--- src/rtl/freq_meas.sv ---
// freq_meas: measures the period of a slow input signal in clk cycles.
// A rising edge of sig_in (after synchronisation) latches the current
// cycle count into period and pulses period_vld. If no edge arrives within
// TIMEOUT cycles, lost rises and period is cleared until timing restarts.
// Optional feature: define FREQ_MEAS_AVG4_EN to report the truncated mean of
// the last four raw periods (sliding window) instead of the raw period.
module freq_meas #(
    parameter int unsigned WIDTH   = 32,
    parameter int unsigned TIMEOUT = 100000000
) (
    input  logic             clk,
    input  logic             rst_n,      // active-high synchronous reset
    input  logic             sig_in,
    output logic [WIDTH-1:0] period,
    output logic             period_vld,
    output logic             lost,
    output logic [5:0]       meas_cnt
);

    localparam logic [WIDTH-1:0] TIMEOUT_C = WIDTH'(TIMEOUT);
    localparam logic [WIDTH-1:0] ONE_C     = {{(WIDTH-1){1'b0}}, 1'b1};

    typedef enum logic [1:0] {
        IDLE = 2'd0,
        MEAS = 2'd1,
        LOST = 2'd2
    } state_t;

    state_t           state_q;
    logic             sync1_q;
    logic             sync2_q;
    logic             sync3_q;
    logic [WIDTH-1:0] cnt_q;
    logic [WIDTH-1:0] period_q;
    logic             vld_q;
    logic             lost_q;
    logic [5:0]       meas_cnt_q;
    logic             rise_s;

`ifdef FREQ_MEAS_AVG4_EN
    // win_q[0] is the most recent raw period; fill_q saturates at 4
    logic [WIDTH-1:0] win_q [4];
    logic [2:0]       fill_q;
    logic [WIDTH+1:0] sum_s;

    // New window = current count plus the three most recent stored periods
    assign sum_s = {2'b00, cnt_q} + {2'b00, win_q[0]}
                 + {2'b00, win_q[1]} + {2'b00, win_q[2]};
`endif

    // Rising edge of the synchronised input; fixed latency keeps periods exact
    assign rise_s = sync2_q & ~sync3_q;

    // Two-flop synchroniser plus history flop for edge detection
    always_ff @(posedge clk) begin
        if (rst_n) begin
            sync1_q <= 1'b0;
            sync2_q <= 1'b0;
            sync3_q <= 1'b0;
        end else begin
            sync1_q <= sig_in;
            sync2_q <= sync1_q;
            sync3_q <= sync2_q;
        end
    end

    // Measurement FSM with registered outputs; an edge beats the timeout
    always_ff @(posedge clk) begin
        if (rst_n) begin
            state_q    <= IDLE;
            cnt_q      <= '0;
            period_q   <= '0;
            vld_q      <= 1'b0;
            lost_q     <= 1'b0;
            meas_cnt_q <= 6'd0;
`ifdef FREQ_MEAS_AVG4_EN
            for (int i = 0; i < 4; i++) win_q[i] <= '0;
            fill_q <= 3'd0;
`endif
        end else begin
            vld_q <= 1'b0;
            case (state_q)
                IDLE: begin
`ifdef FREQ_MEAS_AVG4_EN
                    for (int i = 0; i < 4; i++) win_q[i] <= '0;
                    fill_q <= 3'd0;
`endif
                    if (rise_s) begin
                        cnt_q   <= ONE_C;
                        state_q <= MEAS;
                    end else begin
                        cnt_q   <= '0;
                    end
                end
                MEAS: begin
                    if (rise_s) begin
                        meas_cnt_q <= meas_cnt_q + 6'd1;
                        cnt_q      <= ONE_C;
`ifdef FREQ_MEAS_AVG4_EN
                        win_q[0] <= cnt_q;
                        win_q[1] <= win_q[0];
                        win_q[2] <= win_q[1];
                        win_q[3] <= win_q[2];
                        if (fill_q >= 3'd3) begin
                            period_q <= sum_s[WIDTH+1:2];
                            vld_q    <= 1'b1;
                        end else begin
                            vld_q    <= 1'b0;
                        end
                        if (fill_q != 3'd4) begin
                            fill_q <= fill_q + 3'd1;
                        end else begin
                            fill_q <= fill_q;
                        end
`else
                        period_q   <= cnt_q;
                        vld_q      <= 1'b1;
`endif
                    end else if (cnt_q == TIMEOUT_C) begin
                        state_q  <= LOST;
                        lost_q   <= 1'b1;
                        period_q <= '0;
                        cnt_q    <= '0;
`ifdef FREQ_MEAS_AVG4_EN
                        for (int i = 0; i < 4; i++) win_q[i] <= '0;
                        fill_q <= 3'd0;
`endif
                    end else begin
                        cnt_q <= cnt_q + ONE_C;
                    end
                end
                LOST: begin
                    if (rise_s) begin
                        lost_q  <= 1'b0;
                        cnt_q   <= ONE_C;
                        state_q <= MEAS;
                    end else begin
                        cnt_q   <= '0;
                    end
                end
                default: begin
                    state_q <= IDLE;
                    cnt_q   <= '0;
                    lost_q  <= 1'b0;
                end
            endcase
        end
    end

    assign period     = period_q;
    assign period_vld = vld_q;
    assign lost       = lost_q;
    assign meas_cnt   = meas_cnt_q;

endmodule
--- config.mk ---
export PLATFORM = sky130hd
export DESIGN_NAME = freq_meas
export DESIGN_NICKNAME = d
export VERILOG_FILES = /design/src/rtl/freq_meas.sv
export SDC_FILE = /design/constraint.sdc
export NUM_CORES = 1
export LEC_CHECK = 0
export ABC_AREA = 1
export BUFFER_PORTS_ARGS = -buffer_cell sky130_fd_sc_hd__buf_4
export CAP_MARGIN = 10
export CORE_MARGIN = 2
export CORE_UTILIZATION = 55
export CTS_BUF_LIST = sky130_fd_sc_hd__clkbuf_4
export DETAILED_ROUTE_END_ITERATION = 16
export GPL_ROUTABILITY_DRIVEN = 0
export PLACE_DENSITY_LB_ADDON = 0.15
export SLEW_MARGIN = 20
export SYNTH_ARGS = -nofsm -noshare
export SYNTH_HDL_FRONTEND = slang
export SYNTH_SLANG_ARGS = --single-unit
--- constraint.sdc ---
create_clock -name clk -period 3.25 [get_ports clk]
set_clock_uncertainty 0.2 [all_clocks]
set_input_delay 0.325 -clock clk [delete_from_list [all_inputs] [get_ports clk]]
set_output_delay 0.325 -clock clk [all_outputs]
set_load 0.1 [all_outputs]
======== Word-level counts from Yosys, hierarchy flattened ========
Cells that the tools add are included.
storage, ports and cells
  register bits after elaboration ......... 77
  bits of input ports ..................... 3
  output and inout port bits .............. 40
  logic and storage cells ................. 45
cells by class
  add/sub/neg operators ................... 2
  equal/unequal tests ..................... 7
  muxes and demuxes ....................... 15
  bitwise logic cells ..................... 4
  reduce and logical (&&, ||, !) cells .... 8
operator list
  kind                                                                     count
  32-bit 2-to-1 mux                                                        4
  32-bit one-hot mux with 2 select lines                                   1
  32-bit by 1-bit adder with 32-bit output, second input constant          1
  32-bit by 27-bit equality test with 1-bit output, second input constant  1
  6-bit by 1-bit adder with 6-bit output, second input constant            1
  2-bit 2-to-1 mux                                                         3
  2-bit != test, second input constant                                     3
  1-bit 2-to-1 mux                                                         5
  2-bit one-hot mux with 2 select lines                                    1
  2-bit AND reduction                                                      2
  4-bit AND reduction                                                      1
  2-bit OR reduction                                                       2
  1-bit inverter                                                           3
  1-bit one-hot mux with 3 select lines                                    1
  3-bit AND reduction                                                      1
  2-bit by 1-bit equality test with 1-bit output, second input constant    1
  2-bit equality test, second input constant                               1
  2-bit zero test                                                          1
  2-bit by 1-bit != test with 1-bit output, second input constant          1
  2-bit nonzero test                                                       1
  1-bit AND                                                                1

======== Logic depth before layout (Yosys ltp) ========
  word-level depth ........................ 4
  mapped depth ............................ 12
  mapped depth without buffers ............ 11

======== Worst setup path after synthesis ========
Ideal clock, no wire load.
  kind .................................... register -> register
  start ................................... reg meas_cnt_q[1], in the netlist meas_cnt[1]
  end ..................................... reg meas_cnt_q[4], in the netlist meas_cnt[4]
  library setup time ...................... 0.067 ns
  arrival ................................. 1.843 ns
  data required time ...................... 2.983 ns
  slack ................................... 1.140 ns
  stages on the path, launching flop included .. 7
  buffers on the path ..................... 0
  period minus slack after synthesis ...... 2.110 ns
  cell sequence ........................... dfxtp_1 ha_1 inv_1 nor3_1 nand2_1 xor2_1 nor2_1
on the way
  longest elaborated chain between the ends .. 1
ends and longest elaborated chain
  item                                    RTL line  RTL
  start: declaration                      37        logic [5:0] meas_cnt_q;
  start signal: assignment                97        meas_cnt_q <= meas_cnt_q + 6'd1;
  6-bit by 1-bit adder with 6-bit output  97
No other way between the ends.
A chain may end at the register's enable or synchronous reset.

======== Final worst setup path ========
  start ................................... reg cnt_q[0]
  end ..................................... reg cnt_q[7]
on the way
  longest elaborated chain between the ends .. 4
  elaborated cells between the ends (all ways) .. 5
  classes of those cells .................. 1 x add/sub; 1 x eq/ne; 3 x mux
ends and longest elaborated chain
  item                                                                                                          RTL line  RTL
  start: declaration                                                                                            33        logic [WIDTH-1:0] cnt_q;
  start signal: assignment                                                                                      129       cnt_q <= cnt_q + ONE_C;
  32-bit by 1-bit adder with 32-bit output or 32-bit by 27-bit equality test with 1-bit output (tied branches)  129, 119
  32-bit 2-to-1 mux *                                                                                           119       end else if (cnt_q == TIMEOUT_C) begin
  32-bit 2-to-1 mux *                                                                                           96        if (rise_s) begin
  32-bit one-hot mux with 2 select lines *                                                                      82        case (state_q)
Every way passes the cells marked *; elsewhere a longest branch is shown, timed or not.

==> implementation parameters <==
Parameter                              Value

Logic synthesis
  Synthesized area per cell ... 6.58 um2
  Synth Area in Adders ... 0.0128
  Portion of synthesized cell area occupied by the leading cell type ... 0.394
  Number of nets in the synthesized netlist ... 602
  EDFF count, synth ... 0
  Mux share of post-synthesis cell area ... 0
  Share of flip-flops with an asynchronous set or reset after synthesis ... 0
  Top post-synthesis cells by count ... sky130_fd_sc_hd__nand2_1, sky130_fd_sc_hd__nor2_1, sky130_fd_sc_hd__dfxtp_1, sky130_fd_sc_hd__inv_1, sky130_fd_sc_hd__xor2_1
  Share of the synthesized area in compound gates (AO/OA/AOI/OAI) ... 0.0230
  Netlist area before placement ... around 3900 um2
  Synth Area in Simple Gates ... 0.424
  Number of distinct standard cells referenced by the synthesized netlist ... 29
  Sequential area share after synthesis ... 0.394
  Cell type with the largest total area after synthesis ... sky130_fd_sc_hd__dfxtp_1
  Xor-xnor portion of the synthesized cell area ... 0.0425
  Most numerous cell in the Yosys netlist ... sky130_fd_sc_hd__nand2_1
  Most used flip-flop cell after synthesis ... sky130_fd_sc_hd__dfxtp_1
  Ranking of synthesized cells by area ... sky130_fd_sc_hd__dfxtp_1, sky130_fd_sc_hd__nand2_1, sky130_fd_sc_hd__nor2_1
  Yosys Warn Count ... 0
  Dominant combinational cell family by area after synthesis ... simple AND/OR/NAND/NOR gates
  Number of cells produced by synthesis ... roughly 600
  Flip-flop and latch count after synthesis ... 77

GRT
  GRT Residual Overflow ... 0
  Number of antenna violations at the first check in global routing ... 0
  Global routing usage summed across all routing layers ... 0.236
  Largest net degree at the start of global routing ... 43
  Global-route wire length before repair ... 14.2 mm
  Number of global-route vias before repair ... 3143

STA
  Post-layout minimum cycle time ... 2.05 ns
  Rel. slew slack ... 0.633
  Count of final setup violators ... 0
  Share of the clock period used by the worst path ... 0.632
  Maximum clock frequency ... 0.487 GHz
  Count of final hold-check violations ... 0
  Number of pins exceeding their max-slew limit in the final report ... 0
  Setup repair after global routing missed its margin ... false
  Tightest hold margin ... between 0.1 and 0.15 ns
  Worst Max-Slew Pin Slew ... 0.550 ns
  Final TNS setup ... 0 ns

Floorplan
  FP Rows ... 30
  Die Height ... 88.4 um
  Area of the core ... a little under 7000 um2
  Die boundary width ... around 90 um
  Initial Utilization ... 0.573
  Top-level I/O count ... 43
  Die area ... 7810 um2

Setup path
  Sort of element at the end of the critical path ... flop
  Required time of the critical path ... 3.38 ns
  Critical path type ... reg -> reg
  CP startpoint ... cnt_q[0]$_SDFF_PP0_
  Launch point of the worst reg-to-reg path ... cnt_q[0]$_SDFF_PP0_
  Data arrival time of the worst path ... 2.19 ns
  Crit path max fanout ... 29
  CP startpoint kind ... flop

Drt
  Vias per inst ... 4.69
  Total number of vias ... 3442
  Iteration count of the initial detailed-routing pass ... 4
  Total wire length after detailed routing ... 8.45 mm
  Detailed-route wire length per cell ... 11.5 um
  Number of remaining DRC errors ... 0
  Iter 0 DRT Violations ... 205
  Antenna viol nets, final ... 0

Finish
  Number of antenna diodes ... 0
  Final #Nets ... 640
  Fraction of final layout cells with drive strength greater than 1 ... 0.138
  Final design utilization ... 0.638
  Final cell count without fillers ... 734
  P&R area growth vs syn ... 11.2%

Clocking
  Buffers from clock root to sink, at most ... 2
  Clock root buffer ... sky130_fd_sc_hd__clkbuf_4
  Post-CTS setup buffers ... 0
  TritonCTS clock tree ... done
  H-Tree Depth ... 3
  Clock network latency to the later pin of the worst-skew pair ... around 0.42 ns
  CTS clk-pin slew, worst paths ... 0.13 ns
  Total number of clock tree sinks ... 77
  TritonCTS Buffers ... 9

Job
  Max_cap viols ... 0

Worst hold path
  Source of the worst hold timing path ... rst_n
  Hold WC Path Type ... in -> reg

Placement
  Buffers on Ports ... 42
  Number of cells in the design after placement ... 717
  Estimated wirelength of the detail-placed design ... 6.27 mm

Power and ir drop
  Worst-case vdd ir drop ... 0.000194 V
  Leakage power ... 1.70 nW
  Pwr/cell area ... 338 nW/um2

Outcome
  Result of the run ... finished, final reports clean
## logic make-up after synthesis
group                      after synthesis
and+or+nand+nor                        384
buffers and inverters                   93
DFF                                     77
xor gates and xnor gates                19
AOI/OAI and AO/OA                       18
adders and majority gates                4
## metrics by stage
stage / cell area, um2 / power [mW] / setup slack, ns
after CTS: 4360 / 1.49 / 1.15
after global routing: 4360 / 1.53 / 0.958
after detailed placement: 4240 / 1.01 / 1.18
after global placement: 4240 / 1.01 / 1.27
after floorplan: 3920 / 1.00 / 1.14
final: 4360 / 1.47 / 1.20
## power by group
group | total, mW | internal, mW | switching, mW
clock network | 0.483 | 0.151 | 0.331
registers | 0.949 | 0.947 | 0.00197
logic | 0.0398 | 0.00910 | 0.0307
## final timing paths
check	end	depth (start not counted)	slack (ns)
max	cnt_q[7]$_SDFF_PP0_	9	1.20
max reg2reg	cnt_q[7]$_SDFF_PP0_	9	1.20
min	meas_cnt[4]$_SDFFE_PP0P_	2	0.12
min reg2reg	sync2_q$_SDFF_PP0_	2	0.24
## flip-flops by register name, summed over array words and instances (netlist names)
signal and flops:
period 32, sync1_q 1, sync3_q 1, meas_cnt 6
cnt_q 32, period_vld 1, lost 1, sync2_q 1
state_q 2
## layout make-up
class | count | area, um2
fillers | 671 | 2480
multi-input cells | 425 | 1970
flip-flops and latches | 77 | 1540
repair buffers | 44 | 333
inverters | 76 | 285
well taps | 96 | 120
clock buffers | 9 | 67.6
clock inverters | 7 | 42.5
## cell usage in the layout, fill, tap and decap left out, types with 4 or more instances in the layout
cell type / Yosys / layout
sky130_fd_sc_hd__xor2_1: 14 / 14
sky130_fd_sc_hd__nand3_1: 7 / 7
sky130_fd_sc_hd__dfxtp_1: 77 / 77
sky130_fd_sc_hd__nor2_4: 13 / 13
sky130_fd_sc_hd__xnor2_1: 5 / 5
sky130_fd_sc_hd__buf_4: 0 / 43
sky130_fd_sc_hd__a21oi_1: 9 / 9
sky130_fd_sc_hd__inv_1: 76 / 76
sky130_fd_sc_hd__nor2_2: 5 / 5
sky130_fd_sc_hd__nor3_1: 9 / 9
sky130_fd_sc_hd__ha_1: 4 / 4
sky130_fd_sc_hd__o21ai_0: 8 / 8
sky130_fd_sc_hd__nor2_1: 131 / 131
sky130_fd_sc_hd__nand2_2: 6 / 6
sky130_fd_sc_hd__clkbuf_4: 0 / 9
sky130_fd_sc_hd__nand2_1: 198 / 198
sky130_fd_sc_hd__nand4_1: 5 / 5
## per-layer routing
metal	vias to the layer above	GRT usage	routed length [um]
met3	7	0.0354	411
met2	72	0.384	3850
met5	-	0	0
met4	0	0.0909	93
li1	1835	-	-
met1	1528	0.317	4100
## worst max-delay path, stage by stage, from the launching register on
cell	delay [ns]
sky130_fd_sc_hd__dfxtp_1	0.39
sky130_fd_sc_hd__inv_1	0.13
sky130_fd_sc_hd__ha_1	0.23
sky130_fd_sc_hd__inv_1	0.05
sky130_fd_sc_hd__nor2_1	0.04
sky130_fd_sc_hd__nand2_1	0.07
sky130_fd_sc_hd__nor2_2	0.05
sky130_fd_sc_hd__nand2_4	0.09
sky130_fd_sc_hd__nand3_4	0.40
sky130_fd_sc_hd__nor3_1	0.29
## what timing repair did
| item | CTS | global route |
|---|---|---|
| setup endpoints to repair | 0 | 0 |
| hold buffers | 1 | 0 |
| gates resized for setup | 0 | 0 |
| hold endpoints to repair | 1 | 0 |
(Power assumes the default switching activity.)
